<file path="src/rtl/lfsr_prbs_gen.sv">
// Fibonacci LFSR PRBS generator / self-synchronising checker with lock
// detection and a saturating error counter.
module lfsr_prbs_gen #(
    parameter int               WIDTH    = 22,
    parameter logic [WIDTH-1:0] TAPS     = 22'h300000,
    parameter logic [WIDTH-1:0] SEED     = 22'h3FFFFF,
    parameter int               LOCK_CNT = 22,
    parameter int               LOSS_CNT = 8,
    parameter int               ERR_W    = 16
) (
    input  logic             clk_i,
    input  logic             rst_ni,
    input  logic             load_i,
    input  logic [WIDTH-1:0] seed_in_i,
    input  logic             en_i,
    input  logic             mode_i,
    input  logic             rx_bit_i,
    input  logic             err_clr_i,
    output logic [WIDTH-1:0] out_o,
    output logic             bit_out_o,
    output logic             locked_o,
    output logic [ERR_W-1:0] err_cnt_o
);

    localparam int MW = $clog2(LOCK_CNT + 1);
    localparam int LW = $clog2(LOSS_CNT + 1);
    localparam logic [MW-1:0] LOCK_LAST = MW'(LOCK_CNT - 1);
    localparam logic [LW-1:0] LOSS_LAST = LW'(LOSS_CNT - 1);

    typedef enum logic {
        HUNT   = 1'b0,
        LOCKED = 1'b1
    } fsm_e;

    logic [WIDTH-1:0] state_q, state_d;
    logic             bit_q, bit_d;
    fsm_e             fsm_q, fsm_d;
    logic [MW-1:0]    match_q, match_d;
    logic [LW-1:0]    miss_q, miss_d;
    logic [ERR_W-1:0] err_q, err_d;
    logic             mode_q;

    logic fb;
    logic mode_chg;
    logic err_inc;

    assign fb       = ^(state_q & TAPS);
    assign mode_chg = mode_i ^ mode_q;

    always_ff @(posedge clk_i or negedge rst_ni) begin
        if (!rst_ni) begin
            state_q <= SEED;
            bit_q   <= 1'b0;
            fsm_q   <= HUNT;
            match_q <= '0;
            miss_q  <= '0;
            err_q   <= '0;
            mode_q  <= 1'b0;
        end else begin
            state_q <= state_d;
            bit_q   <= bit_d;
            fsm_q   <= fsm_d;
            match_q <= match_d;
            miss_q  <= miss_d;
            err_q   <= err_d;
            mode_q  <= mode_i;
        end
    end

    always_comb begin
        state_d = state_q;
        bit_d   = bit_q;
        fsm_d   = fsm_q;
        match_d = match_q;
        miss_d  = miss_q;
        err_inc = 1'b0;

        if (load_i) begin
            // An all-zero seed would lock the register up, so fall back to SEED.
            state_d = (seed_in_i == '0) ? SEED : seed_in_i;
            fsm_d   = HUNT;
            match_d = '0;
            miss_d  = '0;
        end else if (en_i) begin
            if (!mode_i) begin
                state_d = {state_q[WIDTH-2:0], fb};
                bit_d   = fb;
                fsm_d   = HUNT;
                match_d = '0;
                miss_d  = '0;
            end else if (fsm_q == HUNT) begin
                // Shifting in the received bit lets the register self-synchronise.
                state_d = {state_q[WIDTH-2:0], rx_bit_i};
                bit_d   = rx_bit_i;
                miss_d  = '0;
                if (rx_bit_i == fb) begin
                    if (match_q == LOCK_LAST) begin
                        fsm_d   = LOCKED;
                        match_d = '0;
                    end else begin
                        match_d = match_q + MW'(1);
                    end
                end else begin
                    match_d = '0;
                end
            end else begin
                state_d = {state_q[WIDTH-2:0], fb};
                bit_d   = fb;
                if (rx_bit_i != fb) begin
                    err_inc = 1'b1;
                    if (miss_q == LOSS_LAST) begin
                        fsm_d   = HUNT;
                        miss_d  = '0;
                        match_d = '0;
                    end else begin
                        miss_d = miss_q + LW'(1);
                    end
                end else begin
                    miss_d = '0;
                end
            end
        end

        // A mode toggle restarts acquisition regardless of load or enable.
        if (mode_chg) begin
            fsm_d   = HUNT;
            match_d = '0;
            miss_d  = '0;
            err_inc = 1'b0;
        end
    end

    always_comb begin
        err_d = err_q;
        if (err_clr_i) begin
            err_d = '0;
        end else if (err_inc && (err_q != '1)) begin
            err_d = err_q + ERR_W'(1);
        end
    end

    assign out_o     = state_q;
    assign bit_out_o = bit_q;
    assign locked_o  = (fsm_q == LOCKED);
    assign err_cnt_o = err_q;

endmodule
</file>
<file path="config.mk">
export PLATFORM = sky130hd
export DESIGN_NAME = lfsr_prbs_gen
export DESIGN_NICKNAME = d
export VERILOG_FILES = /design/src/rtl/lfsr_prbs_gen.sv
export SDC_FILE = /design/constraint.sdc
export NUM_CORES = 1
export LEC_CHECK = 0
export ABC_AREA = 1
export ABC_CLOCK_PERIOD_IN_PS = 4500
export CAP_MARGIN = 15
export CELL_PAD_IN_SITES_DETAIL_PLACEMENT = 2
export CELL_PAD_IN_SITES_GLOBAL_PLACEMENT = 2
export CORE_MARGIN = 4
export CORE_UTILIZATION = 30
export CTS_CLUSTER_DIAMETER = 150
export CTS_CLUSTER_SIZE = 40
export DETAILED_ROUTE_END_ITERATION = 6
export PLACE_DENSITY_LB_ADDON = 0.05
export REMOVE_ABC_BUFFERS = 1
export SYNTH_ARGS = -nofsm -noshare
export SYNTH_HDL_FRONTEND = slang
export SYNTH_SLANG_ARGS = --single-unit
</file>
<file path="constraint.sdc">
create_clock -name clk_i -period 4.5 [get_ports clk_i]
set_input_delay 0.9 -clock clk_i [delete_from_list [all_inputs] [get_ports clk_i]]
set_output_delay 0.9 -clock clk_i [all_outputs]
set_load 0.05 [all_outputs]
</file>
==> results of run 1 <==
registers in the layout, summed over array words and instances, names as in the netlist:
register,count
match_q,5
err_cnt_o,16
mode_q,1
out_o,22
locked_o,1
bit_out_o,1
miss_q,4
worst paths after layout:
| path | start | slack, ns | cells past startpoint | endpoint |
|---|---|---|---|---|
| worst max-delay path | out_o[20] | 1.92 | 1 | out_o[20] |
| worst min-delay path | bit_out_o | 0.50 | 1 | bit_out_o |
| worst max register to register | err_cnt_o[0] | 2.54 | 10 | err_cnt_o[15] |
| worst min register to register | bit_out_o | 0.50 | 1 | bit_out_o |
| max in group asynchronous | rst_ni | 3.05 | 2 | out_o[20] |
| min in group asynchronous | rst_ni | 0.61 | 1 | err_cnt_o[3] |
power by group through the flow:
stage / Clock, uW / Sequential, uW / Combinational, uW
2_1_floorplan: 0 / 592 / 78.1
3_3_place_gp: 0 / 512 / 264
3_5_place_dp: 0 / 513 / 270
4_1_cts: 305 / 506 / 272
5_1_grt: 326 / 510 / 290
6_report: 290 / 505 / 267
cell usage in the layout (no fill, tap or decap), types with 2 or more instances in the layout:
cell	n
nand2_2	17
o21bai_1	4
nor2_2	4
dfrtp_1	28
nand4_1	19
o21ai_0	6
nor2_1	40
dfstp_2	22
nor2_4	3
ha_1	4
nand2_1	143
inv_1	89
o22ai_1	20
inv_2	5
xor2_1	9
nand3_1	29
clkdlybuf4s50_1	67
a21oi_1	3
clkbuf_8	6
o21ai_1	2
buf_4	2
final cells by class:
class / instances / area [um^2] / share of cell area (%)
well taps: 136 / 170 / 4.10
clock inverters: 2 / 11.3 / 0.271
clock buffers: 6 / 82.6 / 1.99
inverters: 95 / 357 / 8.59
flip-flops and latches: 50 / 1280 / 30.8
repair buffers: 70 / 691 / 16.6
multi-input cells: 314 / 1560 / 37.6
routing by layer:
layer	global-route usage (%)	share of wire, %	vias to the layer above
met1	21.0	45	1598
met5	0	0	-
met3	2.48	2.6	7
met4	2.56	0.61	0
li1	-	-	1581
met2	31.5	52	46
cell families after synthesis:
kind of cell	share of synthesized area, %
AND/OR/NAND/NOR	36.5
buffers and inverters	13.0
flip-flops	39.1
AO/OA/AOI/OAI	7.12
XOR/XNOR	2.68
adder cells (fa/ha/maj)	1.53
per-stage QoR:
step	instance area (um^2)	utilization, %	cells	hold WS, ns	total power [uW]
2_1_floorplan	3200	-	459	0.472	670
3_3_place_gp	4060	38.8	665	0.465	776
3_5_place_dp	4060	38.8	665	0.493	784
4_1_cts	4150	39.7	673	0.511	1080
5_1_grt	4150	39.7	673	0.535	1130
6_report	4150	39.7	673	0.501	1060
==> impl_metrics.toml, run 1 <==
[yosys]
async_flop_share_pct = 100
yosysUniqueCellTypes = 33
synth-seq-area-share_pct = 39.1
ys_top_cells_by_count = "143 x nand2_1, 89 x inv_1, 40 x nor2_1, 29 x nand3_1, 28 x dfrtp_1"
synthFlopType = "dfrtp_1"
yosysMostFrequentCell = "nand2_1"
synth_area_leaders = "dfrtp_1 21%, dfstp_2 18%, nand2_1 16%, inv_1 10%, nor2_1 4.6%"
yosysWarningCount = 0
synth_top_area_share_pct = 21.4
ys_seq_elements = 50
postSynthAreaPerCell_um2 = 6.91
synth_edf_count = 0
synth.cell_area_um2 = 3270
postSynthCellCount = 473
synth_top_area_cell = "dfrtp_1"

[cts]
htree_levels = 2
root_buffer = "clkbuf_8"
path_clk_slew_ns = 0.10
cts_tree = "yes"
clock_latency_ns = 0.31
cts-resized-gates = 0
cts.sinks = 50
numCtsBuffers = 5
cts.hold.buffers_added = 0
cts_setup_buffers = 0
clk_path_buf_depth = 2

[drt]
first_pass_iters = 4
drtAntennaViolNets = 0
wl_per_cell_um = 15.4
vias = 3232
wl_mm = 10.4
viasPerCell = 4.80
drc_errors = 0
drt_iter0_markers = 75

[critical_path]
critPathKind = "register to primary output"
crit_slowest_cell = "clkdlybuf4s50_1"
worst-path-buf-inv = 1
setup.worst_path.end_class = "primary output"
required_ns = 3.60
crit_path_max_fanout = 4
cp.arrival_ns = 1.68
path_cells = "clkdlybuf4s50_1"
critPathLaunchType = "register"
crit_family = "buffers and inverters"
max_stage_delay_ns = 0.81

[grt]
grt_pass1_vias = 3665
grt_pass1_wl_mm = 17.8
antenna_found_initial = 0
overflow = 0
grt.total_usage_pct = 16.9
grt_max_degree = 29

[pwr]
pwr-share-clk_pct = 27.3
leakage_uw = 0.00203
netSwitchingPower_uw = 360
irDropWorstVdd_uv = 109
powerDensity_nw_per_um2 = 256
swShare_pct = 33.9
power_frac_comb_pct = 25.1
p_seq_share_pct = 47.6
cell_internal_pwr_uw = 702

[cells_and_area]
n_antenna_cell = 0
area_growth_pct = 27.1
nFillCells = 1293
drive_above_1_share_pct = 12.3
final_nets = 569

[sta]
grt_setup_unrepaired = "false"
fin_crit_ns = 2.58
finClkSkew_ns = 0.00421
finalCritPeriodShare_pct = 57.4
max_slew_margin_pct = 47.3
hold_violations = 0
tightest_slew_ns = 0.789
finalMaxSlewViolations = 0
fin_ws_ns = 1.92
max_freq_mhz = 387
setup_tns_ns = 0
setup_viol = 0

[floorplan]
fp-row-count = 37
core_um2 = 10500
die_h_um = 112
fp.dieW_um = 112
io_pins = 69
die-area_um2 = 12600
start_util_pct = 31.2

[placed_design]
gp_congestion = 0.775
pre_cts_slack_ns = 1.64
dp_hpwl_mm = 8.13
portBuffers = 68

[job]
drv_cap = 0

[worst_hold_path]
hold_path.class = "register to register"

[status]
status = "finished clean"
No activity file was read; power rests on OpenSTA's default activity.
==> run 2, diff against run 1 <==
- ABC_CLOCK_PERIOD_IN_PS: 4500 -> 2700
- CORE_UTILIZATION: 30 -> 28
- clock period: 4.5 -> 2.7 ns (I/O delays scaled with it)
==> run 2 against run 1 <==
Non-clock buffer count is 3 higher; combinational power is 68% higher; highest routed layer unchanged; critical path type unchanged; largest cell class unchanged; routed wire length increased by 2.2%; sequential cell count unchanged; sequential power increased by 67%.
==> impl_metrics.toml, run 2 (synthesized netlist as in run 1, its figures left out) <==
[status]
status = "finished clean"

[critical_path]
crit_family = "buffers and inverters"
required_ns = 2.16
cp.arrival_ns = 1.68
setup.worst_path.end_class = "primary output"
crit_slowest_cell = "clkdlybuf4s50_1"
max_stage_delay_ns = 0.86
path_cells = "clkdlybuf4s50_1"
critPathKind = "register to primary output"
critPathLaunchType = "register"
crit_path_max_fanout = 8
worst-path-buf-inv = 1

[cells_and_area]
final_nets = 572
area_growth_pct = 30.3
n_antenna_cell = 0
fin_area_um2 = 4260
final_common_cell = "nand2_1"
largest_reg_flops = 22
nFillCells = 1412
most-common-layout-cells = "143 x nand2_1, 89 x inv_1, 67 x clkdlybuf4s50_1"
drive_above_1_share_pct = 12.6

[cts]
cts-resized-gates = 0
cts_setup_buffers = 0
path_clk_slew_ns = 0.07
cts_tree = "yes"
cts.sinks = 50
root_buffer = "clkbuf_16"
clk_path_buf_depth = 2
htree_levels = 2
numCtsBuffers = 5
clock_latency_ns = 0.31
cts.hold.buffers_added = 0

[floorplan]
core_um2 = 11400
io_pins = 69
die-area_um2 = 13500
die_h_um = 116
fp.dieW_um = 116
fp-row-count = 39
start_util_pct = 28.6

[drt]
drt_iter0_markers = 129
wl_mm = 10.6
routed.top_layer = "met4"
routedLengthMet1_mm = 4.74
wl_met3_um = 426
drtAntennaViolNets = 0
drc_errors = 0
vias = 3247
viasPerCell = 4.75
wl_met2_mm = 5.25
wl_per_cell_um = 15.5
first_pass_iters = 4

[pwr]
p_total_uw = 2040
powerDensity_nw_per_um2 = 480
irDropWorstVdd_uv = 268
leakage_uw = 0.00208

[sta]
max_freq_mhz = 451
grt_setup_unrepaired = "false"
finalMaxSlewViolations = 0
hold_violations = 0
finClkSkew_ns = 0.00711
fin_crit_ns = 2.22
setup_viol = 0
max_slew_margin_pct = 51.8
finalCritPeriodShare_pct = 82.2
setup_tns_ns = 0
tightest_slew_ns = 0.722

[grt]
grt_pass1_vias = 3641
antenna_found_initial = 0
grt_max_degree = 51
grt_pass1_wl_mm = 18.1
overflow = 0
grt.total_usage_pct = 17.2

[placed_design]
gp_congestion = 0.769
placed_cell_area_um2 = 4090
portBuffers = 68
dp_hpwl_mm = 7.84

[job]
drv_cap = 0

[worst_hold_path]
hold_path.class = "input port to async pin"
## run 2: cell types whose count changed in the layout (fill, tap and decap cells not counted)
cell | previous run | this run
clkinv_2 | 1 | 0
inv_6 | 0 | 1
clkbuf_16 | 0 | 5
buf_4 | 2 | 5
clkinv_1 | 1 | 2
bufinv_16 | 0 | 1
clkbuf_8 | 6 | 0
inv_4 | 1 | 0
## run 2: routing by layer
layer | vias to the layer above | track usage [%]
met1 | 1599 | 21.3
li1 | 1585 | -
met5 | - | 0
met4 | 0 | 5.65
met2 | 53 | 29.3
met3 | 10 | 3.92
## run 2: cell type report
type,instances,area [um^2],share of cell area [%]
multi-input combinational,314,1560,36.7
sequential,50,1280,30.0
timing repair buffer,73,713,16.7
inverter,95,357,8.37
tap,143,179,4.20
clock buffer,5,125,2.94
clock inverter,3,42.5,0.999
## run 2: final timing paths
check | from | to | slack [ns] | cells past startpoint
setup / recovery | err_cnt_o[2] | err_cnt_o[2] | 0.48 | 1
hold / removal | rst_ni | err_cnt_o[13] | 0.35 | 2
setup reg to reg | err_cnt_o[0] | err_cnt_o[15] | 0.78 | 10
hold reg to reg | bit_out_o | bit_out_o | 0.49 | 1
max in group asynchronous | rst_ni | err_cnt_o[7] | 1.88 | 2
min in group clk_i | bit_out_o | bit_out_o | 0.49 | 1
## run 2: stage by stage
stage | std cells | hold slack, ns | utilization, % | setup slack [ns]
2_1_floorplan | 459 | 0.244 | - | 0.781
3_3_place_gp | 675 | 0.485 | 35.8 | 0.476
4_1_cts | 683 | 0.396 | 37.3 | 0.460
6_report | 683 | 0.350 | 37.3 | 0.481
5_1_grt | 683 | 0.429 | 37.3 | 0.408
3_5_place_dp | 675 | 0.481 | 35.8 | 0.444
## run 2: power breakdown
part	internal, uW	switching [uW]
Sequential	813	27.3
Combinational	151	298
Clock	439	314
